$ cat src/rtl/eth_led_pkg.sv
// Shared definitions for the Ethernet LED controller: FSM state encoding and
// led_status bit positions.
package eth_led_pkg;

    typedef enum logic [1:0] {
        DOWN      = 2'd0,
        IDLE      = 2'd1,
        BLINK_ON  = 2'd2,
        BLINK_OFF = 2'd3
    } led_state_e;

    localparam int LED_LINK  = 0;
    localparam int LED_SPEED = 1;
    localparam int LED_ACT   = 2;

endpackage

$ cat src/rtl/eth_led_if.sv
// PHY-side inputs and LED outputs of the controller bundled as one interface.
// The lamp_test signal exists only when ETH_LED_LAMPTEST_EN is defined.
interface eth_led_if;

    logic       phy_link;
    logic       phy_speed100;
    logic       phy_act;
`ifdef ETH_LED_LAMPTEST_EN
    logic       lamp_test;
`endif
    logic [2:0] led_status;
    logic       link_up;
    logic       act_pulse;

`ifdef ETH_LED_LAMPTEST_EN
    modport master (output phy_link, phy_speed100, phy_act, lamp_test,
                    input  led_status, link_up, act_pulse);
    modport slave  (input  phy_link, phy_speed100, phy_act, lamp_test,
                    output led_status, link_up, act_pulse);
`else
    modport master (output phy_link, phy_speed100, phy_act,
                    input  led_status, link_up, act_pulse);
    modport slave  (input  phy_link, phy_speed100, phy_act,
                    output led_status, link_up, act_pulse);
`endif

endinterface

$ cat src/rtl/eth_led_debounce.sv
// Two-flop synchronizer followed by a stable-count debouncer: the output
// follows the input only after DEB_CYCLES consecutive mismatching cycles.
module eth_led_debounce #(
    parameter int unsigned DEB_CYCLES = 16
) (
    input  logic clk,
    input  logic rst,
    input  logic raw_i,
    output logic stable_o
);

    localparam int unsigned CNT_W = (DEB_CYCLES > 1) ? $clog2(DEB_CYCLES) : 1;

    logic             sync1_q, sync2_q;
    logic             stable_q, stable_d;
    logic [CNT_W-1:0] cnt_q, cnt_d;

    // Any cycle where the synchronized value agrees with the output restarts the count.
    always_comb begin
        cnt_d    = '0;
        stable_d = stable_q;
        if (sync2_q != stable_q) begin
            if (cnt_q == CNT_W'(DEB_CYCLES - 1)) begin
                stable_d = sync2_q;
            end else begin
                cnt_d = cnt_q + 1'b1;
            end
        end
    end

    always_ff @(posedge clk) begin
        if (rst) begin
            sync1_q  <= 1'b0;
            sync2_q  <= 1'b0;
            stable_q <= 1'b0;
            cnt_q    <= '0;
        end else begin
            sync1_q  <= raw_i;
            sync2_q  <= sync1_q;
            stable_q <= stable_d;
            cnt_q    <= cnt_d;
        end
    end

    assign stable_o = stable_q;

endmodule

$ cat src/rtl/eth_led_controller.sv
// Ethernet link/speed/activity LED controller with debounced link and speed
// and a pending-driven blink FSM. Optional lamp test: ETH_LED_LAMPTEST_EN.
module eth_led_controller
    import eth_led_pkg::*;
#(
    parameter int unsigned DEB_CYCLES = 16,
    parameter int unsigned BLINK_HALF = 1024
) (
    input  logic      clk,
    input  logic      rst,
    eth_led_if.slave  bus
);

    localparam int unsigned BW = $clog2(BLINK_HALF + 1);

    logic          link_deb, spd_deb, spd_eff;
    logic          act_s1_q, act_s2_q, act_prev_q;
    logic          act_edge, lamp, blink_done, enter_on;
    led_state_e    state_q, state_d;
    logic [BW-1:0] blink_cnt_q, blink_cnt_d;
    logic          pending_q, pending_d;
    logic [2:0]    led_q, led_d;
    logic          link_up_q, link_up_d;
    logic          act_pulse_q, act_pulse_d;

    eth_led_debounce #(.DEB_CYCLES(DEB_CYCLES)) u_link_deb (
        .clk(clk), .rst(rst), .raw_i(bus.phy_link), .stable_o(link_deb)
    );

    eth_led_debounce #(.DEB_CYCLES(DEB_CYCLES)) u_speed_deb (
        .clk(clk), .rst(rst), .raw_i(bus.phy_speed100), .stable_o(spd_deb)
    );

`ifdef ETH_LED_LAMPTEST_EN
    assign lamp = bus.lamp_test;
`else
    assign lamp = 1'b0;
`endif

    assign spd_eff    = spd_deb & link_deb;
    assign act_edge   = act_s2_q & ~act_prev_q & link_up_q;
    assign blink_done = (blink_cnt_q == BW'(BLINK_HALF - 1));
    assign enter_on   = (state_d == BLINK_ON) && (state_q != BLINK_ON);

    // A debounced link loss overrides every other transition.
    always_comb begin
        state_d = state_q;
        if (!link_deb) begin
            state_d = DOWN;
        end else begin
            case (state_q)
                DOWN:      state_d = IDLE;
                IDLE:      if (pending_q) state_d = BLINK_ON;
                BLINK_ON:  if (blink_done) state_d = BLINK_OFF;
                BLINK_OFF: if (blink_done) state_d = pending_q ? BLINK_ON : IDLE;
                default:   state_d = DOWN;
            endcase
        end
    end

    // Pending: a new edge beats the clear on BLINK_ON entry; going DOWN beats both.
    always_comb begin
        blink_cnt_d = '0;
        if ((state_d == state_q) && ((state_q == BLINK_ON) || (state_q == BLINK_OFF))) begin
            blink_cnt_d = blink_cnt_q + 1'b1;
        end
        pending_d = pending_q;
        if (enter_on) pending_d = 1'b0;
        if (act_edge) pending_d = 1'b1;
        if (state_d == DOWN) pending_d = 1'b0;
    end

    always_comb begin
        led_d            = 3'b000;
        led_d[LED_LINK]  = (state_q != DOWN);
        led_d[LED_SPEED] = spd_eff;
        led_d[LED_ACT]   = (state_q == BLINK_ON);
        if (lamp) led_d = 3'b111;
        link_up_d   = (state_q != DOWN);
        act_pulse_d = act_edge;
    end

    always_ff @(posedge clk) begin
        if (rst) begin
            act_s1_q    <= 1'b0;
            act_s2_q    <= 1'b0;
            act_prev_q  <= 1'b0;
            state_q     <= DOWN;
            blink_cnt_q <= '0;
            pending_q   <= 1'b0;
            led_q       <= 3'b000;
            link_up_q   <= 1'b0;
            act_pulse_q <= 1'b0;
        end else begin
            act_s1_q    <= bus.phy_act;
            act_s2_q    <= act_s1_q;
            act_prev_q  <= act_s2_q;
            state_q     <= state_d;
            blink_cnt_q <= blink_cnt_d;
            pending_q   <= pending_d;
            led_q       <= led_d;
            link_up_q   <= link_up_d;
            act_pulse_q <= act_pulse_d;
        end
    end

    assign bus.led_status = led_q;
    assign bus.link_up    = link_up_q;
    assign bus.act_pulse  = act_pulse_q;

endmodule

$ cat src/flat_wrapper.sv
// flat-port wrapper written by rule: the top's interface ports become plain ports
module eth_led_controller_flat import eth_led_pkg::*;
#(
    parameter int unsigned DEB_CYCLES = 16,
    parameter int unsigned BLINK_HALF = 1024
)
  (clk, rst, bus_phy_link, bus_phy_speed100, bus_phy_act, bus_led_status, bus_link_up, bus_act_pulse);
  eth_led_if bus_i ();
  input  logic clk;
  input  logic rst;
  input wire logic [$bits(bus_i.phy_link)-1:0] bus_phy_link;
  input wire logic [$bits(bus_i.phy_speed100)-1:0] bus_phy_speed100;
  input wire logic [$bits(bus_i.phy_act)-1:0] bus_phy_act;
  output wire logic [$bits(bus_i.led_status)-1:0] bus_led_status;
  output wire logic [$bits(bus_i.link_up)-1:0] bus_link_up;
  output wire logic [$bits(bus_i.act_pulse)-1:0] bus_act_pulse;
  assign bus_i.phy_link = bus_phy_link;
  assign bus_i.phy_speed100 = bus_phy_speed100;
  assign bus_i.phy_act = bus_phy_act;
  assign bus_led_status = bus_i.led_status;
  assign bus_link_up = bus_i.link_up;
  assign bus_act_pulse = bus_i.act_pulse;
  eth_led_controller #(.DEB_CYCLES(DEB_CYCLES), .BLINK_HALF(BLINK_HALF)) u_core (.clk(clk), .rst(rst), .bus(bus_i));
endmodule
$ cat config.mk
export PLATFORM = sky130hd
export DESIGN_NAME = eth_led_controller_flat
export DESIGN_NICKNAME = d
export VERILOG_FILES = /design/src/rtl/eth_led_pkg.sv /design/src/rtl/eth_led_if.sv /design/src/rtl/eth_led_debounce.sv /design/src/rtl/eth_led_controller.sv /design/src/flat_wrapper.sv
export SDC_FILE = /design/constraint.sdc
export NUM_CORES = 1
export LEC_CHECK = 0
export BUFFER_PORTS_ARGS = -buffer_cell sky130_fd_sc_hd__buf_2
export CORE_MARGIN = 8
export CORE_UTILIZATION = 57
export DETAILED_ROUTE_END_ITERATION = 16
export MAX_ROUTING_LAYER = met4
export PLACE_DENSITY = 0.76
export SYNTH_ARGS = -nofsm -noshare
export SYNTH_HDL_FRONTEND = slang
export SYNTH_HIERARCHICAL = 1
export SYNTH_SLANG_ARGS = --single-unit
$ cat constraint.sdc
create_clock -name clk -period 1.7 [get_ports clk]
set_input_delay 0.34 -clock clk [delete_from_list [all_inputs] [get_ports clk]]
set_output_delay 0.34 -clock clk [all_outputs]
set_load 0.005 [all_outputs]
### After elaboration in Yosys (flattened, before gate mapping)

Cells that the tools add are included.

* register bits after elaboration: 36
* bits of input ports: 5
* output and inout bits: 5
* logic and storage cells: 59

* $add $sub $neg: 3
* eq/ne operators: 11
* mux-type cells: 8
* bitwise logic cells: 7
* reduce and logical (&&, ||, !) cells: 13

Operators with widths (count)
* 11-bit by 1-bit adder with 11-bit output (second input constant): 1
* 11-bit by 10-bit equality test with 1-bit output (second input constant): 1
* 2-bit two-way mux: 5
* 4-bit by 1-bit adder with 4-bit output (second input constant): 2
* 4-bit equality test (second input constant): 2
* 2-bit case mux with 4 select lines: 1
* 2-bit equality test (second input constant): 3
* 3-bit OR reduction: 2
* 2-bit logical NOT: 2
* 1-bit inverter: 4
* 2-bit AND reduction: 2
* 2-bit nonzero test: 2
* 2-bit OR reduction: 2
* 1-bit AND: 3
* 2-bit by 1-bit equality test with 1-bit output (second input constant): 1
* 2-bit equality test: 1
* 1-bit logical AND: 2
* 1-bit two-way mux: 2
* 1-bit != test: 2
* 2-bit != test (second input constant): 1
* 1-bit logical OR: 1

### Longest topological paths before layout

Gate-level depths: netlist of the first run.

* depth in word-level cells: 8
* gate-level depth with buffers: 4
* depth with buffers taken out: 4

### Hierarchy

The synthesis of the first run kept the hierarchy.

Modules (own cells, without submodules)
* eth_led_controller: times used 1, cells an instance 83, area each 823.3 um^2
* eth_led_debounce: times used 2, cells an instance 23, area each 251.5 um^2

### Least setup slack after synthesis of the first run

OpenSTA, ideal clock, no wires.

* path type: flip-flop to flip-flop
* start: reg u_core.blink_cnt_q[0]
* end: reg u_core.state_q[0]
* library setup time: 0.119 ns
* data arrival time: 1.396 ns
* setup slack: 0.185 ns
* stages on the path, launching flop included: 5
* buffers on the path: 0
* cell sequence: dfxtp_1 > ha_1 > nand4_2 > o31a_1 > o221a_2

* word-level cells in the longest chain between the ends: 4
* elaborated cells between the ends (all ways): 5
* classes of those cells: eq/ne: 1; mux: 4

RTL lines
* start: declaration: RTL line eth_led_controller.sv:20 `logic [BW-1:0] blink_cnt_q, blink_cnt_d;`
* start signal: assignment: RTL line eth_led_controller.sv:99 `blink_cnt_q <= blink_cnt_d;`
* 11-bit by 10-bit equality test with 1-bit output (*): RTL line eth_led_controller.sv:42 `assign blink_done = (blink_cnt_q == BW'(BLINK_HALF - 1));`
* 2-bit two-way mux (on tied branches): RTL line eth_led_controller.sv:55, eth_led_controller.sv:54
* 2-bit case mux with 4 select lines (*): RTL line eth_led_controller.sv:51 `case (state_q)`
* 2-bit two-way mux (*): RTL line eth_led_controller.sv:48 `if (!link_deb) begin`
* end signal: assignment: RTL line eth_led_controller.sv:98 `state_q <= state_d;`
* end: declaration: RTL line eth_led_controller.sv:19 `led_state_e state_q, state_d;`

Every way passes the cells marked *; elsewhere a longest branch is shown, timed or not.
A chain may end at the register's enable or synchronous reset.

### Final worst setup path of the first run

* start: reg u_core.blink_cnt_q[0]
* end: reg u_core.state_q[1]

The elaborated chain is that of the path after synthesis.

==> results.json, run 1 <==
{
  "ys_seq_area_share_pct": 52.83,
  "nFillCells": 196,
  "yosysUniqueCellTypes": 33,
  "setup_viol": 0,
  "finalClockSkew_ps": 9.737,
  "post-route-min-period_ps": 1579,
  "start_kind": "flop",
  "synth.avg_cell_area_sq_um": 10.28,
  "worstHoldStart": "bus_phy_link",
  "die_area_sq_um": 4126,
  "yosys_warnings": 6,
  "start_util_pct": 59.95,
  "grt_use_total_pct": 11.79,
  "stdcell_count": 176,
  "synth-xor-area-share_pct": 5.943,
  "h-tree-depth": 2,
  "clkSlewWorstSetupHoldPaths_ps": 100,
  "via_per_inst": 5.125,
  "cts-root-buf": "clkbuf_4",
  "r2r_cells": 5,
  "vdd_drop_max_v": 0.0006194,
  "syn_inst": 129,
  "endpoint_kind": "flop",
  "internal-power_mw": 1.188,
  "cts_buffer_depth": 2,
  "core.rowCount": 17,
  "tritoncts": "yes",
  "area_delta_synth_final_pct": 13.68,
  "async_reset_ff_share_pct": 0,
  "cts_num_sinks": 35,
  "ys_ff_latch": 35,
  "wl_per_cell_microns": 11.85,
  "worstPathMaxFanout": 8,
  "busiest_layer": "met2",
  "grt_max_degree": 12,
  "antenna_cells": 0,
  "grtUsageMet3_pct": 5.923,
  "place.gp.congestion": 0.8032,
  "synth_adder_area_share_pct": 2.830,
  "dieWidth_microns": 64.24,
  "die_h_microns": 64.24,
  "gr-usage-met2_pct": 19.70,
  "power_frac_seq_pct": 57.2,
  "swShare_pct": 18.35,
  "synth_mux_area_share_pct": 1.509,
  "hold_buffers": 0,
  "p_comb_share_pct": 1.5,
  "grt_pass1_wl_microns": 3774,
  "fmax_ghz": 0.6332,
  "p_switching_mw": 0.2670,
  "reg2reg_from": "u_core/blink_cnt_q[0]",
  "setup_tns_ps": 0,
  "cp.required_ps": 1900,
  "min_to": "u_core/u_link_deb/sync1_q",
  "finalCritPeriodShare_pct": 92.90,
  "yosys-top-cells-count": "35 x dfxtp_1, 19 x nor2_1, 8 x nor2b_1, 7 x nand3_1",
  "yosys.area_share.simple_pct": 24.15,
  "synth-edff-count": 0,
  "drive_gt1_share_pct": 19.59,
  "drv_cap": 0,
  "synth_top_family_by_area": "simple AND/OR/NAND/NOR gates",
  "synth_compound_area_share_pct": 10.47,
  "fin_nets": 155,
  "dp.cells": 168,
  "clk_latency_ps": 320,
  "cts_made_buffers": 5,
  "gr-usage-met1_pct": 11.38,
  "maxSlewHeadroom_pct": 74.47,
  "drt_iter0_drc": 21,
  "rsz0062_at_grt": "no",
  "postCtsSetupBuffers": 0,
  "ys_top_cells_by_area": "dfxtp_1 53%, nor2_1 5.4%, nor2b_1 3.8%",
  "p_leak_nw": 0.5505,
  "drt_pass1_iterations": 3,
  "synth_most_common_cell": "dfxtp_1",
  "hp-class": "input port to flop",
  "rr_endpoint": "u_core/state_q[1]",
  "antenna_found_initial": 0,
  "synthFlopType": "dfxtp_1",
  "arrival_ps": 1780,
  "overflow": 0,
  "powerDensity_nw_per_um2": 965.0,
  "synth_nets": 137,
  "worst_slew_pin_slew_ps": 377.7,
  "core_area_sq_um": 2212,
  "synth_area_sq_um": 1326,
  "finalHoldViolCount": 0,
  "drc": 0,
  "wl_microns": 2085,
  "slew_violations": 0,
  "dp_hpwl_microns": 1597,
  "io_pins": 10,
  "port_buffers": 9,
  "yosys.area.top_type": "dfxtp_1",
  "synth_top_area_share_pct": 52.83,
  "hold_path_depth": 2,
  "critPathKind": "flop to flop",
  "r2r_slack_ps": 120,
  "ant_nets": 0,
  "run_status": "finished, final reports clean",
  "power.share.clock_pct": 41.3,
  "grt_pass1_vias": 950,
  "dr_total_vias": 902,
  "ctsResizeCount": 0
}
## per-layer routing
metal	vias up	share of wire [%]
met5	-	0
li1	480	-
met1	409	44
met4	0	1.4
met2	8	52
met3	5	2.3
## placed cells by master, fill, tap and decap left out, types with 3 or more instances in the layout
| cell | synthesis | routed |
|---|---|---|
| a21oi_1 | 5 | 5 |
| buf_2 | 0 | 9 |
| buf_4 | 1 | 3 |
| clkbuf_4 | 0 | 5 |
| dfxtp_1 | 35 | 35 |
| ha_1 | 3 | 3 |
| inv_1 | 6 | 6 |
| nand2_1 | 6 | 6 |
| nand3_1 | 7 | 7 |
| nor2_1 | 19 | 19 |
| nor2b_1 | 8 | 8 |
| o21ai_0 | 4 | 4 |
| xnor2_1 | 5 | 5 |
| xor2_1 | 4 | 4 |
## power groups by stage
stage	logic (mW)	clock network (mW)	registers (mW)
finish	0.0221	0.601	0.832
global route	0.0248	0.666	0.833
CTS	0.0228	0.619	0.832
detailed placement	0.0228	0	0.850
global placement	0.0215	0	0.850
floorplan	0.0107	0	0.850
## area by class of cell
class	count	area (sq um)	area share [%]
Clock inverter	2	35.03	2.324
Multi-Input combinational cell	87	595.6	39.50
Clock buffer	6	51.30	3.402
Tap cell	28	35.03	2.324
Timing Repair Buffer	12	67.56	4.481
Inverter	6	22.52	1.494
Sequential cell	35	700.7	46.47
## registers in the layout (all words and copies together), names as in the netlist, 2 cells and up
| signal | cells |
|---|---|
| u_core/blink_cnt_q | 11 |
| u_core/bus.led_status | 3 |
| u_core/state_q | 2 |
| u_core/u_link_deb/cnt_q | 4 |
| u_core/u_speed_deb/cnt_q | 4 |
## per-stage QoR
step | total power [mW] | util (%) | instance area, sq um | hold WS [ps] | worst slack, ps
4_1_cts | 1.473 | 68.16 | 1508 | 211.6 | 120.1
3_3_place_gp | 0.8717 | 64.25 | 1421 | 408.5 | 224.3
6_report | 1.455 | 68.16 | 1508 | 222.9 | 120.7
3_5_place_dp | 0.8733 | 64.25 | 1421 | 413.7 | 134.6
5_1_grt | 1.523 | 68.16 | 1508 | 202.4 | 37.97
2_1_floorplan | 0.8603 | - | 1326 | 384.6 | 185.5
## logic make-up (layout without fill, tap and decap cells)
| group | Yosys count | count (layout) |
|---|---|---|
| multiplexers | 2 | 2 |
| AO/OA/AOI/OAI | 18 | 18 |
| flip-flops | 35 | 35 |
| XOR/XNOR | 9 | 9 |
| adder cells (fa/ha/maj) | 3 | 3 |
| buffers and inverters | 7 | 26 |
| AND/OR/NAND/NOR | 55 | 55 |
## worst max-delay path by stage
stage / start / endpoint / slack, ps / depth (start not counted)
6_report: u_core/blink_cnt_q[0] / u_core/state_q[1] / 120 / 5
5_1_grt: u_core/blink_cnt_q[0] / u_core/state_q[1] / 40 / 5
4_1_cts: u_core/blink_cnt_q[0] / u_core/state_q[1] / 120 / 5
3_5_place_dp: u_core/blink_cnt_q[0] / u_core/state_q[1] / 130 / 5
3_3_place_gp: u_core/blink_cnt_q[0] / u_core/state_q[1] / 220 / 5
2_1_floorplan: u_core/blink_cnt_q[0] / u_core/state_q[0] / 190 / 4
## critical path, cell delays in order (launching register included)
cell and delay (ps):
dfxtp_1 390, ha_1 240, nand4_2 170, buf_4 200, o41ai_1 330, a21boi_0 130
(Power assumes the default switching activity.)
==> run 2: changes to the inputs <==
--- a/config.mk
+++ b/config.mk
@@ -7,10 +7,10 @@
 export LEC_CHECK = 0
 export BUFFER_PORTS_ARGS = -buffer_cell sky130_fd_sc_hd__buf_2
 export CORE_MARGIN = 8
-export CORE_UTILIZATION = 57
+export CORE_UTILIZATION = 51
 export DETAILED_ROUTE_END_ITERATION = 16
 export MAX_ROUTING_LAYER = met4
-export PLACE_DENSITY = 0.76
+export PLACE_DENSITY = 0.72
 export SYNTH_ARGS = -nofsm -noshare
 export SYNTH_HDL_FRONTEND = slang
 export SYNTH_HIERARCHICAL = 1
==> constraint.sdc (replaced) <==
create_clock -name clk -period 1.4 [get_ports clk]
set_input_delay 0.28 -clock clk [delete_from_list [all_inputs] [get_ports clk]]
set_output_delay 0.28 -clock clk [all_outputs]
set_load 0.005 [all_outputs]
==> run 2 against run 1 <==
Register-to-register slack got worse by 80 ps. Setup slack got worse by 80 ps. First-iteration DRC count increased by 43%. Total power increased by 8.3%. Critical path depth decreased by 1. Hold slack got worse by 81 ps. Critical endpoint is now u_core/state_q[0].
==> results.json, run 2 (synthesis results as in run 1) <==
{
  "io_pins": 10,
  "drv_cap": 0,
  "cp.required_ps": 1640,
  "top_register": "u_core/blink_cnt_q",
  "h-tree-depth": 2,
  "die_area_sq_um": 4488,
  "setup_viol": 0,
  "post-route-util_pct": 63.79,
  "cts_made_buffers": 5,
  "run_status": "finished, final reports clean",
  "layout_common_cells": "30 x dfxtp_1, 19 x nor2_1, 9 x buf_2",
  "power_frac_seq_pct": 64.1,
  "drt_iter0_drc": 30,
  "grt_pass1_vias": 998,
  "timing.hold.ws_ps": 141.5,
  "antenna_cells": 0,
  "port_buffers": 9,
  "clk_latency_ps": 340,
  "vdd_drop_max_v": 0.0008232,
  "place.gp.congestion": 0.7991,
  "swShare_pct": 23.08,
  "start_util_pct": 53.54,
  "setup_tns_ps": 0,
  "fmax_ghz": 0.7355,
  "maxSlewHeadroom_pct": 72.48,
  "hold_buffers": 0,
  "fin_nets": 162,
  "grt_use_total_pct": 12.28,
  "wl_per_cell_microns": 11.86,
  "internal-power_mw": 1.212,
  "core_area_sq_um": 2477,
  "power.share.clock_pct": 34.2,
  "stdcell_count": 185,
  "dp_hpwl_microns": 1613,
  "overflow": 0,
  "dr_total_vias": 944,
  "start_kind": "flop",
  "worstPathMaxFanout": 4,
  "ant_nets": 0,
  "hp-class": "input port to flop",
  "critPathKind": "flop to flop",
  "grt_pass1_wl_microns": 4036,
  "post-route-min-period_ps": 1360,
  "die_h_microns": 67.00,
  "largest_reg_flops": 11,
  "grt_max_degree": 15,
  "arrival_ps": 1600,
  "endpoint_kind": "flop",
  "dieWidth_microns": 67.00,
  "area_delta_synth_final_pct": 19.15,
  "drive_gt1_share_pct": 29.03,
  "slew_violations": 0,
  "finalClockSkew_ps": 7.134,
  "p_leak_nw": 0.5790,
  "fin_total_pwr_mw": 1.576,
  "core.rowCount": 18,
  "wl_microns": 2195,
  "p_switching_mw": 0.3636,
  "tritoncts": "yes",
  "drc": 0,
  "clkSlewWorstSetupHoldPaths_ps": 110,
  "final_common_cell": "dfxtp_1",
  "rsz0062_at_grt": "yes",
  "finalCritPeriodShare_pct": 97.12,
  "antenna_found_initial": 0,
  "worst_slew_pin_slew_ps": 407.2,
  "drt_pass1_iterations": 4,
  "powerDensity_nw_per_um2": 997.0,
  "dp.cells": 176,
  "finalHoldViolCount": 0,
  "p_comb_share_pct": 1.7,
  "reg_top3": "u_core/blink_cnt_q (11), u_core/u_link_deb/cnt_q (4), u_core/u_speed_deb/cnt_q (4)",
  "cts-root-buf": "clkbuf_4",
  "cts_num_sinks": 35,
  "via_per_inst": 5.103,
  "cts_buffer_depth": 2
}
[run 2: cell types whose count changed in the layout (fill, tap and decap cells not counted), sizes merged]
cell	previous run	this run
buf	12	19
clkinvlp	0	2
bufinv	1	0
clkbuf	6	5
[run 2: layout make-up]
cell class	instances	area [sq um]
fillers	209	897.1
flip-flops and latches	35	706.9
multi-input cells	87	628.1
repair buffers	19	127.6
clock buffers	5	37.54
well taps	30	37.54
inverters	6	22.52
clock inverters	3	20.02
[run 2: final timing paths]
| kind | startpoint | endpoint | slack [ps] | cells after the start |
|---|---|---|---|---|
| max | u_core/blink_cnt_q[0] | u_core/state_q[0] | 40 | 4 |
| min | bus_phy_speed100 | u_core/u_speed_deb/sync1_q | 140 | 2 |
| max reg2reg | u_core/blink_cnt_q[0] | u_core/state_q[0] | 40 | 4 |
| min reg2reg | u_core/act_prev_q | u_core/bus.act_pulse | 430 | 1 |
[run 2: power groups by stage]
stage | registers [mW] | clock network [mW] | logic [mW]
floorplan | 1.03 | 0 | 0.0129
CTS | 1.01 | 0.559 | 0.0277
detailed placement | 1.03 | 0 | 0.0275
global placement | 1.03 | 0 | 0.0264
finish | 1.01 | 0.539 | 0.0271
global route | 1.01 | 0.615 | 0.0308
[run 2: critical path, cell delays in order, from the launching register on]
cell and delay [ps]:
dfxtp_2 370, ha_4 160, nand4_4 140, o31a_1 320, o221a_2 270
[run 2: metrics by stage]
stage / setup WS, ps / cell area (sq um)
after global routing: -33.84 / 1580
after floorplan: 39.42 / 1350
after global placement: 51.30 / 1493
final: 40.30 / 1580
after detailed placement: 17.46 / 1493
after CTS: 10.61 / 1558
[run 2: layer usage]
metal,track usage (%),wire length [microns],vias to the layer above
met5,-,0,-
met4,7.050,58,0
met3,5.201,99,7
met2,19.00,1008,14
met1,12.88,1028,425
li1,-,-,498
[run 2: timing repair]
action / 4_1_cts / 5_1_grt
pin swaps: 0 / 4
cloned: 0 / 0
endpoints found under the setup margin: 1 / 5
buffers inserted: 1 / 0
resized for setup: 0 / 8
hold endpoints to repair: 0 / 0
